--- config.mk ---
export PLATFORM = sky130hd
export DESIGN_NAME = rom_stream_reader
export DESIGN_NICKNAME = d
export VERILOG_FILES = /design/src/rtl/rom_stream_reader.sv
export SDC_FILE = /design/constraint.sdc
export NUM_CORES = 1
export LEC_CHECK = 0
export BUFFER_PORTS_ARGS = -buffer_cell sky130_fd_sc_hd__buf_4
export CORE_MARGIN = 2
export CORE_UTILIZATION = 51
export CTS_BUF_LIST = sky130_fd_sc_hd__clkbuf_4
export DETAILED_ROUTE_END_ITERATION = 16
export GPL_TIMING_DRIVEN = 0
export PLACE_DENSITY_LB_ADDON = 0.1
export SYNTH_ARGS = -nofsm -noshare
export SYNTH_HDL_FRONTEND = slang
export SYNTH_SLANG_ARGS = --single-unit
--- constraint.sdc ---
create_clock -name clk -period 2.5 [get_ports clk]
set_input_delay 0.625 -clock clk [delete_from_list [all_inputs] [get_ports clk]]
set_output_delay 0.625 -clock clk [all_outputs]
set_load 0.01 [all_outputs]
--- src/rtl/rom_stream_reader.sv ---
// Walks ROM addresses for a burst of `length` entries and streams each registered
// byte on a valid/ready interface with full throughput and stall-safe holding.
module rom_stream_reader #(
  parameter int unsigned ADDR_W = 4,
  parameter int unsigned DATA_W = 8,
  parameter int unsigned LEN_W  = ADDR_W + 1
) (
  input  logic              clk,
  input  logic              rst_n,
  input  logic              start,
  input  logic [ADDR_W-1:0] start_addr,
  input  logic [LEN_W-1:0]  length,
  input  logic              abort,
  output logic              busy,
  output logic              done,
  output logic [ADDR_W-1:0] rom_addr,
  input  logic [DATA_W-1:0] rom_data,
  output logic              m_valid,
  input  logic              m_ready,
  output logic [DATA_W-1:0] m_data,
  output logic              m_last
);

  typedef enum logic [0:0] {StIdle, StRun} state_e;

  state_e            state_q, state_d;
  logic [ADDR_W-1:0] addr_q, addr_d;
  logic [LEN_W-1:0]  remaining_q, remaining_d;
  logic [DATA_W-1:0] data_q, data_d;
  logic              valid_q, valid_d;
  logic              last_q, last_d;
  logic              done_q, done_d;
  logic              load, accept;

  assign accept = valid_q && m_ready;
  // Refill the output register whenever it is empty or being drained this cycle.
  assign load   = (remaining_q != '0) && (!valid_q || m_ready);

  always_comb begin
    state_d     = state_q;
    addr_d      = addr_q;
    remaining_d = remaining_q;
    data_d      = data_q;
    valid_d     = valid_q;
    last_d      = last_q;
    done_d      = 1'b0;
    unique case (state_q)
      StIdle: begin
        if (start) begin
          if (length != '0) begin
            addr_d      = start_addr;
            remaining_d = length;
            state_d     = StRun;
          end else begin
            done_d = 1'b1;
          end
        end
      end
      StRun: begin
        if (abort) begin
          state_d     = StIdle;
          valid_d     = 1'b0;
          last_d      = 1'b0;
          remaining_d = '0;
        end else if (accept && last_q) begin
          state_d = StIdle;
          valid_d = 1'b0;
          last_d  = 1'b0;
          done_d  = 1'b1;
        end else if (load) begin
          data_d      = rom_data;
          valid_d     = 1'b1;
          last_d      = (remaining_q == LEN_W'(1));
          addr_d      = addr_q + ADDR_W'(1);
          remaining_d = remaining_q - LEN_W'(1);
        end else if (accept) begin
          valid_d = 1'b0;
          last_d  = 1'b0;
        end
      end
      default: state_d = StIdle;
    endcase
  end

  always_ff @(posedge clk or negedge rst_n) begin
    if (!rst_n) begin
      state_q     <= StIdle;
      addr_q      <= '0;
      remaining_q <= '0;
      data_q      <= '0;
      valid_q     <= 1'b0;
      last_q      <= 1'b0;
      done_q      <= 1'b0;
    end else begin
      state_q     <= state_d;
      addr_q      <= addr_d;
      remaining_q <= remaining_d;
      data_q      <= data_d;
      valid_q     <= valid_d;
      last_q      <= last_d;
      done_q      <= done_d;
    end
  end

  assign busy     = (state_q == StRun);
  assign done     = done_q;
  assign rom_addr = addr_q;
  assign m_valid  = valid_q;
  assign m_data   = data_q;
  assign m_last   = last_q;

endmodule
Word-level counts from Yosys, hierarchy flattened
Index checks and enable logic that the tools add are counted.
{"block": "word_totals", "out_inout_bits": 16, "ff_bits": 21}
{"block": "op_classes", "n_eq_ne": 8, "mux": 29, "add_sub_neg": 2, "bitwise_logic": 3, "reduce_logical": 12}
{"operator": "$mux W5", "n": 5}
{"operator": "$mux W4", "n": 5}
{"operator": "$mux W1", "n": 15}
{"operator": "$pmux W5 S2", "n": 1}
{"operator": "$reduce_bool A5 Y1", "n": 2}
{"operator": "$ne A2 B2 Y1 const B", "n": 4}
{"operator": "$pmux W4 S2", "n": 1}
{"operator": "$reduce_and A4 Y1", "n": 2}
{"operator": "$eq A5 B1 Y1 const B", "n": 1}
{"operator": "$reduce_and A5 Y1", "n": 1}
{"operator": "$sub A5 B1 Y5 const B", "n": 1}
{"operator": "$add A4 B1 Y4 const B", "n": 1}
{"operator": "$pmux W1 S2", "n": 2}
{"operator": "$reduce_bool A4 Y1", "n": 1}
{"operator": "$logic_and A1 B1 Y1", "n": 3}
{"operator": "$ne A3 B2 Y1 const B", "n": 1}
{"operator": "$ne A3 B3 Y1 const B", "n": 1}
{"operator": "$not A1 Y1", "n": 3}
{"operator": "$ne A2 B1 Y1 const B", "n": 1}
{"operator": "$reduce_and A2 Y1", "n": 1}
{"operator": "$logic_not A1 Y1", "n": 1}
{"operator": "$logic_or A1 B1 Y1", "n": 1}

Depth between registers and ports, before layout
Gate-level depths: netlist of the first run.
{"block": "depth", "word_depth": 7, "depth_mapped": 7}

Worst setup path before layout of the first run
No wires, ideal clock.
{"block": "synth_timing", "path_type": "input port to flip-flop", "startpoint": "input length[0]", "endpoint": "register addr_q[2], in the netlist rom_addr[2]", "n_path_buf": 0, "setup_slack_ns": 0.554, "stages": 4, "arrival_ns": 1.824, "path_cell_list": "or4_4 -> o21a_4 -> or3_1 -> o221a_2"}
{"block": "synth_between", "elab_chain_cells": 3}
{"element": "start: declaration", "line_no": "12", "source": "input logic [LEN_W-1:0] length,"}
{"element": "$reduce_bool A5 Y1", "line_no": "50", "source": "if (length != '0) begin"}
{"element": "$ne A2 B2 Y1 (no source line)"}
{"element": "$reduce_and A5 Y1 (no source line)"}
{"element": "end signal: assignment", "line_no": "96", "source": "addr_q <= addr_d;"}
{"element": "end: declaration", "line_no": "27", "source": "logic [ADDR_W-1:0] addr_q, addr_d;"}
No other way between the ends.
A chain may end at the register's enable or synchronous reset.

Final worst setup path of the first run
{"block": "layout_timing", "startpoint": "register remaining_q[0]", "endpoint": "register data_q[0], in the netlist m_data[0]"}
{"block": "layout_between", "elab_chain_cells": 3}
{"element": "start: declaration", "line_no": "28", "source": "logic [LEN_W-1:0] remaining_q, remaining_d;"}
{"element": "start signal: assignment", "line_no": "97", "source": "remaining_q <= remaining_d;"}
{"element": "$reduce_bool A5 Y1", "line_no": "37", "source": "assign load = (remaining_q != '0) && (!valid_q || m_ready);"}
{"element": "$logic_and A1 B1 Y1", "line_no": "37"}
{"element": "$reduce_and A4 Y1 (no source line)"}
{"element": "end signal: assignment", "line_no": "98", "source": "data_q <= data_d;"}
{"element": "end: declaration", "line_no": "29", "source": "logic [DATA_W-1:0] data_q, data_d;"}
No other way between the ends.

==> metrics.txt, run 1 <==
startpoint types flip-flop; slew at the pin closest to its max-slew limit around 0.57 ns; CTS Buf Count 3; # IOs 38; async set-or-reset flop fraction in the synthesized netlist 100.0%; initial antenna violation count 0; Port Buffers 37; mux cell area share after synthesis ~11%; number of flops mapped to enable cells by yosys 0; largest cells by area after synthesis dfrtp_1 (48%), mux2_2 (8.1%), ha_1 (3.4%); yosys warns 0; cts repair resizes 0; GRT overflow 0; Max Clock Skew 0.005720 ns; r2r endpoint m_data[0]; Hold Fails Final Rpt 0; ant diodes 0; Area Growth Syn to Fin 30.88%; Post-route DRC 0; largest area contributor in the netlist dfrtp_1; met3 usage in global routing between 6 and 7%; Rows 16; Post-Route WL roughly 2500 µm; Pwr Total around 1.5 mW; Starting Density a little under three fifths; Gate Count Post-Synth 101; RSZ-0062 raised after global routing no; worst-skew pair later-pin latency approximately 0.31 ns; Clock Path Buffers 2; r2r worst-path depth 6; cts hold-fix bufs 0; HP Class in2async; simple-gate share of the synthesized area between 10% and 20%; post-layout net count 168; total number of vias roughly 960; XOR/XNOR Fraction of Synth Area 0%; first-pass GRT wire length ~4100 µm; met2 GRT Util about 39%; most common cell in the netlist dfrtp_1; number of max-cap violations 0; PwrDens 1003 mW/mm²; core footprint roughly 0.002 mm²; post-DR wirelength/cell ~15 µm; DIE WIDTH about 50 µm; DIE AREA between 0.002 and 0.003 mm²; DRT iter0 DRCs 22; syn avg cell area approximately 11 µm²; layout cells sized above 1 a little under 40%; vias in the first global route between 900 and 1k; Post-synth top cells dfrtp_1 (21), mux2_2 (8), a21oi_1 (7); Peak supply drop approximately 0.63 mV; Critical Path Sink Type flip-flop; Unique masters post-synth 36; grt met1 use a little over a quarter; min Tclk post-route approximately 2.1 ns; Fin Setup TNS 0 ns; Multi-input gate area 539.3 µm²; Hold WS 0.1795 ns; FF-to-FF Start remaining_q[0]; largest net degree at the start of global routing 22; Slew HR between 60% and 70%; RePlAce Congestion between 0.8 and 0.9; Leak ~0.66 nW; Data required, critical path roughly 2.7 ns; Final period util 82.57%; arrival time at the worst endpoint 2.27 ns; Post-Syn Area 0.001106 mm²; Max Clk Rate between 400 and 500 MHz; Seq/Total Area, Yosys approximately 48%; Post-CTS Setup Repair Bufs 0; R2R setup slack 0.44 ns; Adder-Cell Fraction of Synth Area 3.394%; # fillers 150; H-tree depth 1; largest family of logic cells by synthesized area compound AO/OA/AOI/OAI gates; ys flop type dfrtp_1; Detail Placement HPWL ~1900 µm; Synth Area in Compound Gates a little under a fifth; Worst-path clk slew 0.11 ns; status finished, final reports clean; ANT nets after route 0; clock root buffer clkbuf_4; Seq. cell area 525.5 µm²; final setup vio count 0; Max FO, Critical Path 10; Total Routing Usage GR between 20% and 30%; CTS tree yes; #FFs+latches synth 21; Die Span Y about 51 µm; vias per cell 5.651; Top Usage Layer GRT met2; type of the worst setup path reg2reg; Pins Over Slew Limit 0; CTS sink cnt 21; Synth top area share approximately 48%; 1st-pass router iterations 4; Final Core Density between 70% and 80%; syn nets 126
[cells in the final DEF (no fill, tap or decap), types with 2 or more instances in the layout]
master	Yosys	final
a22oi_1	2	2
o21ai_0	6	6
nor2b_1	2	2
dfrtp_1	21	21
nor3_1	6	6
buf_4	0	37
a21oi_1	7	7
nand2_1	5	5
nand2b_1	2	2
ha_1	3	3
and2_1	2	2
mux2i_1	3	3
a31oi_1	2	2
clkbuf_4	0	3
nor2_1	5	5
mux2_2	8	8
inv_1	6	6
[kinds of logic (layout without fill, tap and decap cells)]
family,Yosys count,count (layout)
simple gates,29,29
compound gates,28,28
flops,21,21
mux,11,11
buf+inv,9,50
fa+ha+maj,3,3
[area by class of cell]
cell class,instances,area share (%)
flip-flops and latches,21,36.30
well taps,27,2.334
clock inverters,1,0.5186
plain buffers,2,1.037
multi-input cells,71,37.25
repair buffers,37,19.19
clock buffers,3,1.556
inverters,7,1.815
[where the power goes]
group          internal [mW]  total [mW]  switching (mW)
Sequential             0.478       0.610           0.131
Clock                 0.0611       0.163           0.101
Combinational          0.369       0.680           0.312
Total                  0.908        1.45           0.545
[through the flow]
step                setup WS, ns  cells  cell area (µm²)
floorplan                 0.5539    101             1106
global placement          0.3258    165             1418
detailed placement        0.2695    165             1418
CTS                       0.4370    169             1448
global route              0.3580    169             1448
finish                    0.4358    169             1448
[state kept, by name, summed over array words and instances (netlist names)]
| register | cells |
|---|---|
| rom_addr | 4 |
| m_valid | 1 |
| busy | 1 |
| m_last | 1 |
| m_data | 8 |
| remaining_q | 5 |
| done | 1 |
[layer usage]
| layer | vias to the layer above | share of wire (%) |
|---|---|---|
| met3 | 2 | 5.5 |
| met2 | 33 | 53 |
| met4 | 0 | 0.41 |
| met5 | - | 0 |
| met1 | 464 | 41 |
| li1 | 456 | - |
[critical path, stage by stage, from the launching register on]
cell      delay [ns]
dfrtp_1         0.39
inv_1           0.10
ha_1            0.27
nor4b_4         0.17
a211oi_4        0.47
buf_6           0.22
mux2_2          0.34
[worst max-delay path by stage]
| stage | start | endpoint | depth (start not counted) |
|---|---|---|---|
| 6_report | remaining_q[0] | m_data[0] | 6 |
| 5_1_grt | remaining_q[0] | m_data[0] | 6 |
| 4_1_cts | remaining_q[0] | m_data[0] | 6 |
| 3_5_place_dp | abort | m_data[0] | 6 |
| 3_3_place_gp | abort | m_data[7] | 6 |
| 2_1_floorplan | length[0] | rom_addr[2] | 4 |
(Power assumes the default switching activity.)
==> inputs of run 2 (changes only) <==
==> constraint.sdc (replaced) <==
create_clock -name clk -period 2 [get_ports clk]
set_input_delay 0.5 -clock clk [delete_from_list [all_inputs] [get_ports clk]]
set_output_delay 0.5 -clock clk [all_outputs]
set_load 0.01 [all_outputs]
==> run 2 against run 1 <==
Net effect: global-route usage rose by 0.51 points; clock power rose by 24%; register-to-register slack got worse by 0.28 ns; combinational power rose by 31%; cell area rose by 2.4%; critical path type unchanged; largest power group unchanged.
==> metrics.txt, run 2 (synthesis gave the netlist of run 1 again) <==
min Tclk post-route 1.839 ns; Final Non-Filler Cells 172; vias per cell about 5.7; Max Clk Rate between 500 and 600 MHz; r2r worst-path depth 5; PwrDens approximately 1300 mW/mm²; R2R setup slack about 0.16 ns; CTS sink cnt 21; most common cell after layout, fill and taps aside buf_4; DIE AREA 0.002557 mm²; # fillers ~150; Sequential Power Share about two fifths; most frequent cells in the layout buf_4 (40), dfrtp_1 (21), mux2_2 (8); Final period util around nine tenths; Critical Path Sink Type flip-flop; Pins Over Slew Limit 0; FF-to-FF Start busy; Peak supply drop roughly 0.8 mV; status finished, final reports clean; initial antenna violation count 0; vias in the first global route between 900 and 1k; Final Core Density between 70% and 80%; Placed Instances 165; layout cells sized above 1 approximately two fifths; Worst-path clk slew 0.11 ns; Post-route DRC 0; DIE WIDTH ~51 µm; clock root buffer clkbuf_4; Slew HR a little over three fifths; Data required, critical path about 2.2 ns; power share of the clock group 10.9%; HP Class in2async; post-layout net count about 170; total number of vias a little under 1k; CTS tree yes; Starting Density a little under three fifths; # IOs 38; first-pass GRT wire length between 4000 and 5000 µm; Leak slightly below 0.7 nW; Rows 16; DRT iter0 DRCs 15; ant diodes 0; Max Clock Skew about 0.0053 ns; H-tree depth 1; largest net degree at the start of global routing 22; Area Growth Syn to Fin 34.05%; CTS Buf Count 3; Pint approximately 1.2 mW; core footprint 0.002002 mm²; r2r endpoint m_data[6]; RSZ-0062 raised after global routing no; ANT nets after route 0; worst-skew pair later-pin latency approximately 0.30 ns; slew at the pin closest to its max-slew limit around 0.56 ns; number of max-cap violations 0; Total Routing Usage GR ~22%; GRT overflow 0; Pwr Total ~1.9 mW; sw power between 0.6 and 0.7 mW; Logic pwr share about half; cts hold-fix bufs 0; post-DR wirelength/cell between 10 and 15 µm; Hold Fails Final Rpt 0; arrival time at the worst endpoint approximately 2 ns; 1st-pass router iterations 4; Clock Path Buffers 2; Max FO, Critical Path 10; Post-Route WL between 2000 and 2500 µm; startpoint types flip-flop; Die Span Y around 51 µm; final setup vio count 0; Port Buffers 37; Detail Placement HPWL between 1500 and 2000 µm; switching power share of the total ~37%; max FFs per register 8; RePlAce Congestion slightly above 0.8; type of the worst setup path reg2reg
run 2: worst max path at each step:
stage                    from  depth (start not counted)  slack, ns             end
2_1_floorplan       length[0]                          4       0.18     rom_addr[2]
3_3_place_gp            abort                          6      -0.05       m_data[7]
3_5_place_dp            abort                          6      -0.11       m_data[0]
4_1_cts        remaining_q[0]                          7       0.09  remaining_q[3]
5_1_grt        remaining_q[1]                          7       0.02  remaining_q[3]
6_report                 busy                          5       0.16       m_data[6]
run 2: layer usage:
layer	routed length (µm)	vias up	track usage, %
li1	-	461	-
met1	1033	477	27.15
met2	1315	37	39.25
met3	149	0	6.250
met4	0	0	2.703
met5	0	-	0
run 2: per-stage QoR:
stage / cell area [µm²] / hold WS (ns) / TNS [ns] / setup slack [ns]
floorplan: 1106 / 0.2044 / 0 / 0.1789
global placement: 1418 / 0.3945 / -0.1922 / -0.04921
global route: 1483 / 0.04605 / 0 / 0.02050
finish: 1483 / 0.05543 / 0 / 0.1605
detailed placement: 1418 / 0.3953 / -0.4149 / -0.1055
CTS: 1470 / 0.04448 / 0 / 0.08783
run 2: layout make-up:
cell class                      count  area (µm²)  area share (%)
Buffer                              2       15.01           1.013
Clock buffer                        3       22.52           1.519
Clock inverter                      1       7.507          0.5063
Inverter                            7       26.28           1.772
Multi-Input combinational cell     71       551.8           37.22
Sequential cell                    21       525.5           35.44
Tap cell                           27       33.78           2.278
Timing Repair Buffer               40       300.3           20.25
run 2: worst max-delay path, cell delays in order (launching register included):
cell	delay (ns)
dfrtp_1	0.51
nand2b_1	0.11
clkbuf_1	0.21
a211oi_4	0.37
buf_6	0.20
mux2_2	0.34
run 2: power by group through the flow:
stage          clock (mW)  sequential (mW)  combinational (mW)
2_1_floorplan           0            0.805               0.439
3_3_place_gp            0            0.755               0.823
3_5_place_dp            0            0.769               0.855
4_1_cts             0.213            0.760               0.874
5_1_grt             0.234            0.791               0.972
6_report            0.202            0.762               0.893
run 2: repair_timing:
action,4_1_cts,5_1_grt
cloned,0,0
endpoints found under the setup margin,4,3
gates resized for setup,0,3
setup buffers,3,0
pin swaps,1,0
